[src/rtl/mtr_ramp.sv]
// mtr_ramp: slew-rate limiter feeding the motor driver.
// Moves the registered left/right duties toward latched targets by a bounded
// step once per ramp tick; e_stop ramps both sides to zero at the brake rate.
module mtr_ramp #(
  parameter int RAMP_DIV   = 1024,
  parameter int STEP       = 8,
  parameter int BRAKE_STEP = 64
) (
  input  logic               clk,
  input  logic               rst_n,
  input  logic signed [11:0] lft_tgt,
  input  logic signed [11:0] right_tgt,
  input  logic               tgt_vld,
  input  logic               e_stop,
  output logic signed [11:0] lft_duty,
  output logic signed [11:0] right_duty,
  output logic               at_tgt,
  output logic               brk_active
);

  localparam int                 DIV_W    = $clog2(RAMP_DIV);
  localparam logic [DIV_W-1:0]   DIV_LAST = DIV_W'(RAMP_DIV - 1);
  localparam logic signed [12:0] STEP_N   = 13'(STEP);
  localparam logic signed [12:0] BRAKE_N  = 13'(BRAKE_STEP);

  typedef enum logic [1:0] {IDLE, RAMP, BRAKE} state_e;

  state_e             state_q, state_d;
  logic [DIV_W-1:0]   div_q, div_d;
  logic signed [11:0] lft_tgt_q, lft_tgt_d, right_tgt_q, right_tgt_d;
  logic signed [11:0] lft_duty_q, lft_duty_d, right_duty_q, right_duty_d;
  logic               at_tgt_q, at_tgt_d, brk_active_q, brk_active_d;
  logic               tick;
  logic signed [11:0] lft_eff, right_eff;
  logic signed [12:0] step_sel;

  // One slew step: jump to the target when within s, otherwise move by s.
  // Working in 13 bits keeps a full 2047 -> -2048 reversal free of wrap.
  function automatic logic signed [11:0] step_toward(
    input logic signed [11:0] cur,
    input logic signed [11:0] tgt,
    input logic signed [12:0] s
  );
    logic signed [12:0] cur_x, tgt_x, diff, mag, nxt;
    cur_x = 13'(cur);
    tgt_x = 13'(tgt);
    diff  = tgt_x - cur_x;
    mag   = diff[12] ? -diff : diff;
    nxt   = diff[12] ? cur_x - s : cur_x + s;
    if (mag <= s) step_toward = tgt;
    else          step_toward = nxt[11:0];
  endfunction

  // Free-running tick divider; tick marks the last count before wrap.
  always_comb begin
    tick  = (div_q == DIV_LAST);
    div_d = tick ? '0 : div_q + 1'b1;
  end

  // Target latch: e_stop pins both targets to zero and blocks new commands.
  always_comb begin
    lft_tgt_d   = lft_tgt_q;
    right_tgt_d = right_tgt_q;
    if (e_stop) begin
      lft_tgt_d   = '0;
      right_tgt_d = '0;
    end else if (tgt_vld) begin
      lft_tgt_d   = lft_tgt;
      right_tgt_d = right_tgt;
    end
  end

  // Duty stepping on tick, using the target held before this edge (or zero under e_stop).
  always_comb begin
    lft_eff      = e_stop ? 12'sd0 : lft_tgt_q;
    right_eff    = e_stop ? 12'sd0 : right_tgt_q;
    step_sel     = e_stop ? BRAKE_N : STEP_N;
    lft_duty_d   = lft_duty_q;
    right_duty_d = right_duty_q;
    if (tick) begin
      lft_duty_d   = step_toward(lft_duty_q, lft_eff, step_sel);
      right_duty_d = step_toward(right_duty_q, right_eff, step_sel);
    end
  end

  // Mode selection plus the registered status flags derived from the next mode.
  always_comb begin
    state_d = state_q;
    if (e_stop) begin
      state_d = BRAKE;
    end else if (state_q == BRAKE) begin
      state_d = (lft_duty_q == 12'sd0 && right_duty_q == 12'sd0) ? IDLE : RAMP;
    end else if (lft_duty_d == lft_tgt_d && right_duty_d == right_tgt_d) begin
      state_d = IDLE;
    end else begin
      state_d = RAMP;
    end
    at_tgt_d     = (state_d == IDLE);
    brk_active_d = (state_d == BRAKE);
  end

  // All state registers; reset drops the duties to zero immediately.
  always_ff @(posedge clk or negedge rst_n) begin
    if (!rst_n) begin
      state_q      <= IDLE;
      div_q        <= '0;
      lft_tgt_q    <= '0;
      right_tgt_q  <= '0;
      lft_duty_q   <= '0;
      right_duty_q <= '0;
      at_tgt_q     <= 1'b1;
      brk_active_q <= 1'b0;
    end else begin
      state_q      <= state_d;
      div_q        <= div_d;
      lft_tgt_q    <= lft_tgt_d;
      right_tgt_q  <= right_tgt_d;
      lft_duty_q   <= lft_duty_d;
      right_duty_q <= right_duty_d;
      at_tgt_q     <= at_tgt_d;
      brk_active_q <= brk_active_d;
    end
  end

  assign lft_duty   = lft_duty_q;
  assign right_duty = right_duty_q;
  assign at_tgt     = at_tgt_q;
  assign brk_active = brk_active_q;

endmodule

[config.mk]
export PLATFORM = sky130hd
export DESIGN_NAME = mtr_ramp
export DESIGN_NICKNAME = d
export VERILOG_FILES = /design/src/rtl/mtr_ramp.sv
export SDC_FILE = /design/constraint.sdc
export NUM_CORES = 1
export LEC_CHECK = 0
export CORE_MARGIN = 4
export CORE_UTILIZATION = 60
export CTS_CLUSTER_SIZE = 30
export DETAILED_ROUTE_END_ITERATION = 8
export PLACE_DENSITY = 0.93
export SLEW_MARGIN = 20
export SYNTH_ARGS = -nofsm -noshare
export SYNTH_HDL_FRONTEND = slang
export SYNTH_SLANG_ARGS = --single-unit
[constraint.sdc]
create_clock -name clk -period 6.8 [get_ports clk]
set_input_delay 1.36 -clock clk [delete_from_list [all_inputs] [get_ports clk]]
set_output_delay 1.36 -clock clk [all_outputs]
set_load 0.05 [all_outputs]
Yosys cells after proc, flatten, opt, wreduce, memory -nomap -nowiden
Index checks and enable logic that the tools add are counted.

word-level totals
  bits in registers = 62
  input port bits = 28
  logic and storage cells = 49
  output and inout port bits = 26

operators by class
  equal/unequal tests = 5
  mux-type cells = 20
  order comparisons = 2
  add/subtract/negate cells = 9
  reduce and logical (&&, ||, !) cells = 5

operators with widths
  kind                                           number
  two-way mux 12 bit                             12
  <= comparator 13 x 8 -> 1 bit                  2
  two-way mux 13 bit                             2
  negator 13 bit                                 2
  subtractor 12 x 12 -> 13 bit                   2
  adder 12 x 8 -> 12 bit                         2
  == test 12 bit                                 2
  logical NOT 12 bit                             2
  subtractor 12 x 8 -> 12 bit                    2
  adder 10 x 1 -> 10 bit, second input constant  1
  == test 10 bit, second input constant          1
  two-way mux 10 bit                             1
  two-way mux 7 bit                              1
  == test 2 bit, second input constant           2
  two-way mux 1 bit                              3
  logical AND 1 bit                              2
  logical NOT 2 bit                              1
  two-way mux 2 bit                              1

Longest topological paths before layout
Gate-level depths: netlist of run 1.

  depth in word-level cells = 13
  gate-level depth with buffers = 29
  mapped depth without buffers = 26

Worst setup path before layout of run 1
Ideal clock, no wire load.

  kind = input port to flip-flop
  start = input e_stop
  end = register at_tgt_q (netlist: at_tgt)
  buffers on the path = 6
  setup slack = -0.469 ns
  required time = 6.739 ns
  cell stages on the path = 27
  arrival time = 7.208 ns
  cell sequence = buf_4 > clkbuf_1 > buf_1 > clkbuf_1 > clkbuf_1 > nor2b_1 > fa_1 > a21oi_1 > maj3_1 > o22ai_1 > a21o_1 > a41oi_2 > buf_2 > or2_2 > ha_1 > o21a_1 > o21a_1 > o21a_1 > o21a_1 > o21a_1 > or2_2 > a2111oi_0 > a2bb2oi_1 > o22ai_1 > a211o_1 > nor4b_2 > o21a_1

on the way
  longest elaborated chain between the ends = 13
  elaborated cells on any way between the ends = 30

ends and longest elaborated chain
  item                                          RTL line  RTL
  start, declared                               14        input logic e_stop,
  two-way mux 12 bit, on equally long branches  75, 76
  subtractor 12 x 12 -> 13 bit                  47        diff = tgt_x - cur_x;
  negator 13 bit                                48        mag = diff[12] ? -diff : diff;
  two-way mux 13 bit                            48
  <= comparator 13 x 8 -> 1 bit                 50        if (mag <= s) step_toward = tgt;
  two-way mux 12 bit                            50
  two-way mux 12 bit                            80        if (tick) begin
  == test 12 bit                                93        end else if (lft_duty_d == lft_tgt_d && right_duty_d == right_tgt_d) begin
  logical AND 1 bit                             93
  two-way mux 1 bit                             93
  two-way mux 1 bit                             91        end else if (state_q == BRAKE) begin
  two-way mux 2 bit *                           89        if (e_stop) begin
  logical NOT 2 bit *                           98        at_tgt_d = (state_d == IDLE);
  via at_tgt_d                                  32        logic at_tgt_q, at_tgt_d, brk_active_q, brk_active_d;
  end signal, assigned                          120       at_tgt_q <= at_tgt_d;
  end, declared                                 32

The timed path passes the listed nets; every way through them passes the cells marked *.

Final worst setup path of run 1
  start = input e_stop
  end = register at_tgt_q (netlist: at_tgt)

on the way
  longest elaborated chain between the ends = 13
  elaborated cells on any way between the ends = 30

ends and longest elaborated chain
  item                           RTL line  RTL
  two-way mux 12 bit             75        lft_eff = e_stop ? 12'sd0 : lft_tgt_q;
  subtractor 12 x 12 -> 13 bit   47
  negator 13 bit                 48
  two-way mux 13 bit             48
  <= comparator 13 x 8 -> 1 bit  50
  two-way mux 12 bit *           50
  two-way mux 12 bit *           80
  via lft_duty_d[11]             31        logic signed [11:0] lft_duty_q, lft_duty_d, right_duty_q, right_duty_d;
  == test 12 bit *               93
  logical AND 1 bit *            93
  two-way mux 1 bit *            93
  two-way mux 1 bit *            91
  two-way mux 2 bit *            89
  logical NOT 2 bit *            98
  via at_tgt_d                   32

Marked as above.

==> metrics.txt, run 1 <==
status=finished, final reports clean; fin area=just over 0.007 mm2; FF-to-FF setup slack=approximately 1300 ps; Synth Cell Area=just over 0.006 mm2; DRC violations left=0; Hold Path Origin=div_q[6]; synthesized area per cell=approximately 8.4 um2; Synth area leader=dfrtp_1; RR Startpoint=right_tgt_q[0]; Synth Register Bits=slightly above 60; CTS Root Buffer Type=clkbuf_8; RD Place Congestion=~0.94; die height=roughly 110 um; Initial DRC Count=between 500 and 600; port bufs=53; IO Pins=54; Tot Pwr=about 0.0012 W; maxcap violations=0; Post-Syn Nets=~800; Die W=~110 um; fraction of layout instances using a drive strength above 1=9.03%; largest net degree at the start of global routing=63; Initial Utilization=a little over three fifths; Vias/cell=about 6.5; critical path type=input port to flop; setup TNS=0 ps; r2r endpoint=at_tgt; FF/Latch Area=around 0.0016 mm2; crit start category=input port; GRT overflow=0; Top FF cell, synth=dfrtp_1; # rows=36; clock slew at reported path FFs=70 ps; Unique masters post-synth=just over 80; TritonCTS Buffers=9; required time worst endpoint=7100 ps; CP Data Arrival Time=about 6700 ps; Worst Tran Pin Value=~870 ps; multi-input combinational cell area=between 0.004 and 0.005 mm2; Setup crit start=e_stop; clock buffer depth=2; Worst Hold Class=flop to flop; ranking of synthesized cells by area=dfrtp_1 (25%), ha_1 (8.3%), xnor2_1 (7.1%); Post-Route WL=18700 um; vias in the first global route=slightly above 6000; pwr dens=approximately 160 mW/mm2; Crit path largest cell delay=390 ps; WP buf/inv=2; NumNets Final=864; crit share post-route=~94%; die area=0.0120 mm2; final setup skew=slightly above 10 ps; initial antenna violation count=0; cell family with most CP delay=compound AO/OA/AOI/OAI gates; cell count after synthesis=around 740; Worst R2R Path Depth=25; top cells by count, synth=nor2_1 (64), dfrtp_1 (61), nand2_1 (56); Post-DP Area=approximately 0.0069 mm2; synth warn=0; Pre-antenna DRT Iters=5; Total GRT Usage=between 30 and 40%; area added between synthesis and finish=14.2%; post-route ant nets=0; first-pass GRT wire length=between 30000 and 40000 um; post-layout min period=~6400 ps; Worst VDD drop=roughly 0.00015 V; antenna cell count=0; Static Leak=3.09 nW; Seq/Total Area, Yosys=25.1%; Fillers=roughly 760; CTS tree=yes; Most common cell on crit path=o21a_1; depth of the CTS H-tree=3; Yosys top cell area share=between 20% and 30%; via count=between 6000 and 7000; crit path max fanout=30; setup violators final=0; Crit path depth=25; core box area=between 0.009 and 0.01 mm2; ys async rst share=between 90% and 100%; Slew headroom=41.8%; Setup crit end=at_tgt; final hold vios=0; drt wl/cell=20.1 um; RSZ-0062 raised after global routing=false; number of enable flip-flop cells after synthesis=0; Final HPWL DP=14500 um; CTS sink count=62; Crit. End Element=flop; fin. max-slew vios=0; max frequency=156 MHz; clk_lat worst skew=360 ps; Critical-path top delay cell=a311oi_1; count leader, synth=nor2_1
stage by stage:
stage          util [%]  setup WS (ps)  cells  hold slack, ps
2_1_floorplan         -           10.0    742             447
3_3_place_gp       69.5            134    915             465
3_5_place_dp       69.5          -3.83    915             472
4_1_cts            71.3            358    930             487
5_1_grt            71.4           28.6    930             518
6_report           71.4            403    930             489
worst min-delay path by stage:
stage	endpoint	slack, ps	depth (start not counted)
2_1_floorplan	div_q[6]	450	1
3_3_place_gp	div_q[6]	470	1
3_5_place_dp	div_q[6]	470	1
4_1_cts	div_q[6]	490	1
5_1_grt	div_q[6]	520	1
6_report	div_q[6]	490	1
cell families after synthesis:
logic type,Yosys count,synth area share (%)
simple gates,263,22.3
fa+ha+maj,46,9.45
compound gates,182,20.4
flops,62,25.1
xor+xnor,80,11.5
mux,39,6.60
buf+inv,70,4.66
power breakdown:
group | internal, W | switching, W | leakage [nW]
clock network | 0.000151 | 0.000160 | 0.0841
registers | 0.000383 | 0.0000151 | 0.729
logic | 0.000189 | 0.000263 | 2.28
total | 0.000723 | 0.000438 | 3.09
layout by cell type (no fill, tap or decap), drive strengths merged, types with 4 or more instances in the layout:
cell type      Yosys  final
a211o              5      5
a211oi             4      4
a21o               5      5
a21oi             32     32
a311oi             7      7
a31o               7      7
a31oi              7      7
and2               8      8
and3               7      7
and4               4      4
buf               11     18
clkbuf            18     11
clkdlybuf4s50      0     51
dfrtp             61     61
ha                41     41
inv               41     42
mux2               5      5
mux2i             34     34
nand2             56     56
nand2b            18     18
nand3             18     18
nand4             10     10
nor2              64     64
nor2b             25     25
nor3              17     17
nor3b              4      4
nor4              10     10
o211ai             5      5
o21a              15     15
o21ai             49     49
o22ai              8      8
o311ai             4      4
o31ai              5      5
or2                5      5
or3                5      5
xnor2             51     51
xor2              29     29
layout make-up:
| class | count | share of cell area [%] |
|---|---|---|
| Sequential cell | 62 | 21.9 |
| Clock inverter | 4 | 0.442 |
| Multi-Input combinational cell | 610 | 61.8 |
| Tap cell | 133 | 2.35 |
| Inverter | 41 | 2.17 |
| Timing Repair Buffer | 69 | 9.16 |
| Clock buffer | 11 | 2.14 |
per-layer routing:
| metal | share of wire [%] | up-vias | GRT usage, % |
|---|---|---|---|
| met2 | 48 | 332 | 53.8 |
| met3 | 7.9 | 80 | 5.75 |
| met1 | 39 | 2858 | 39.5 |
| met5 | 0 | - | 0 |
| met4 | 5.3 | 0 | 17.8 |
| li1 | - | 2784 | - |
timing repair:
action,CTS,global route
gates resized for setup,0,3
setup endpoints to repair,0,2
hold buffers,0,0
setup buffers,0,0
registers in the layout (all words and copies together) (netlist names):
| register | count |
|---|---|
| lft_duty | 12 |
| div_q | 10 |
| right_duty | 12 |
| at_tgt | 1 |
| brk_active | 1 |
| lft_tgt_q | 12 |
| state_q | 2 |
| right_tgt_q | 12 |
No activity file was read; power rests on OpenSTA's default activity.
==> run 2: changes to the inputs <==
--- a/config.mk
+++ b/config.mk
@@ -5,7 +5,8 @@
 export SDC_FILE = /design/constraint.sdc
 export NUM_CORES = 1
 export LEC_CHECK = 0
-export CORE_MARGIN = 4
+export ABC_CLOCK_PERIOD_IN_PS = 6800
+export CORE_MARGIN = 1.5
 export CORE_UTILIZATION = 60
 export CTS_CLUSTER_SIZE = 30
 export DETAILED_ROUTE_END_ITERATION = 8
@@ -14,3 +15,4 @@
 export SYNTH_ARGS = -nofsm -noshare
 export SYNTH_HDL_FRONTEND = slang
 export SYNTH_SLANG_ARGS = --single-unit
+export TNS_END_PERCENT = 1
==> metrics.txt, run 2 (synthesis gave the netlist of run 1 again) <==
RSZ-0062 raised after global routing=false; r2r endpoint=at_tgt; Post-Route WL=18400 um (-1.7%); Gate power share=37.8% (-1.1 points); hold slack=487 ps (-1.72 ps); RR Startpoint=lft_tgt_q[0]; pwr dens=168 mW/mm2 (+2.3%); Fillers=755 (-0.13%); initial antenna violation count=0 (unchanged); cell internal pwr=0.000743 W (+2.8%); depth of the CTS H-tree=3 (unchanged); port bufs=53 (unchanged); area added between synthesis and finish=14.5%; Critical-path top delay cell=maj3_2; Initial DRC Count=650 (+24%); # rows=36 (unchanged); die height=105 um (-4.6%); via count=6106 (+0.86%); Tot Pwr=0.00119 W (+2.5%); CTS Root Buffer Type=clkbuf_8; Most common cell on crit path=o21a_1; clock power share=28.6% (+1.8 points); vias in the first global route=6051 (-0.41%); max frequency=154 MHz (-1.2%); clk_lat worst skew=350 ps (about the same); most common cell after layout, fill and taps aside=nor2_1; post-route ant nets=0 (unchanged); Final HPWL DP=14000 um (-3.7%); switching pwr=0.000448 W (+2.2%); crit start category=input port; antenna cell count=0 (unchanged); Worst Tran Pin Value=824 ps (-49.5 ps); Reg power frac=33.5% (-0.8 points); post-layout min period=6470 ps (+76.8 ps); TritonCTS Buffers=9 (unchanged); core box area=0.00991 mm2 (unchanged); Worst VDD drop=0.000151 V (-1.8%); Pre-antenna DRT Iters=7 (+2); Static Leak=3.09 nW (about the same); Slew headroom=45.1% (+3.3 points); NumNets Final=862 (-0.23%); CTS tree=yes; IO Pins=54 (unchanged); die area=0.0109 mm2 (-8.9%); fraction of layout instances using a drive strength above 1=9.17% (+0.14 points); Worst Hold Class=flop to flop; maxcap violations=0 (unchanged); Vias/cell=6.57 (+0.97%); clock slew at reported path FFs=70 ps (about the same); Setup crit start=e_stop; Crit. End Element=flop; final setup skew=6.37 ps (-3.88 ps); Worst R2R Path Depth=25 (unchanged); crit path max fanout=40 (+33%); final hold vios=0 (unchanged); fin util=71.6% (+0.20 points); most frequent cells in the layout=nor2_1 (64), dfrtp_1 (61), nand2_1 (56); Die W=105 um (-4.6%); required time worst endpoint=7090 ps (about the same); Hold Path Origin=div_q[6]; first-pass GRT wire length=30000 um (-0.73%); Crit path largest cell delay=380 ps (about the same); setup violators final=0 (unchanged); Setup crit end=at_tgt; drt wl/cell=19.8 um (-1.6%); RD Place Congestion=0.981 (+4.3%); crit share post-route=95.2% (+1.1 points); post-layout instance count excluding filler cells=929 (-0.11%); largest net degree at the start of global routing=63 (unchanged); clock buffer depth=2 (unchanged); critical path type=input port to flop; Initial Utilization=62.5% (unchanged); DRC violations left=0 (unchanged); setup TNS=0 ps (unchanged); CTS sink count=62 (unchanged); CP Data Arrival Time=6770 ps (+70 ps); Total GRT Usage=34.2% (+1.8 points); Placed Instances=913 (-0.22%); fin. max-slew vios=0 (unchanged); setup bufs post-CTS=0 (unchanged); status=finished, final reports clean; Sw Share=37.6% (-0.14 points); GRT overflow=0 (unchanged); FF-to-FF setup slack=1130 ps (-130 ps)
[run 2: cell count changes in the layout (fill, tap and decap cells not counted), sizes merged]
cell / previous run / this run
clkbuf: 11 / 10
buf: 18 / 16
inv: 42 / 43
clkinvlp: 3 / 0
clkinv: 0 / 3
bufinv: 0 / 1
[run 2: worst min path at each step]
stage                          end  slack (ps)  cells past startpoint
final                     div_q[6]         490                      1
after global routing      div_q[6]         500                      1
after CTS                 div_q[6]         490                      1
after detailed placement  div_q[6]         470                      1
after global placement    div_q[6]         470                      1
after floorplan           div_q[6]         450                      1
[run 2: metrics by stage]
step	instance area [um2]	setup WS (ps)
3_5_place_dp	6880	112
2_1_floorplan	6220	10.0
6_report	7100	326
3_3_place_gp	6880	335
4_1_cts	7080	359
5_1_grt	7100	13.9
[run 2: layout make-up]
cell class | instances | area [um2] | area share [%]
clock inverters | 6 | 70.1 | 0.987
well taps | 133 | 166 | 2.34
multi-input cells | 610 | 4380 | 61.8
clock buffers | 10 | 128 | 1.80
inverters | 41 | 154 | 2.17
flip-flops and latches | 62 | 1550 | 21.9
repair buffers | 67 | 642 | 9.04
[run 2: worst max-delay path, delay by kind of cell]
family,cells,cell delay [ps]
AOI/OAI and AO/OA,12,2510
xor gates and xnor gates,2,440
adders and majority gates,3,980
buffers and inverters,2,300
muxes,1,140
and+or+nand+nor,5,990
[run 2: metal layers]
layer  global-route usage [%]  wire length (um)  vias to the layer above
met5                        0                 0                        -
met2                     55.2              8670                      346
li1                         -                 -                     2782
met3                     8.23              1480                       92
met1                     42.0              7310                     2886
met4                     18.7               917                        0
[run 2: timing repair]
item	4_1_cts	5_1_grt
hold buffers	0	0
resized for setup	0	6
endpoints found under the setup margin	0	2
[run 2: power groups by stage]
stage,Combinational [W],Sequential (W),Clock (W)
finish,0.000450,0.000399,0.000341
global route,0.000483,0.000400,0.000362
CTS,0.000440,0.000398,0.000341
detailed placement,0.000435,0.000405,0
global placement,0.000415,0.000404,0
floorplan,0.000302,0.000419,0
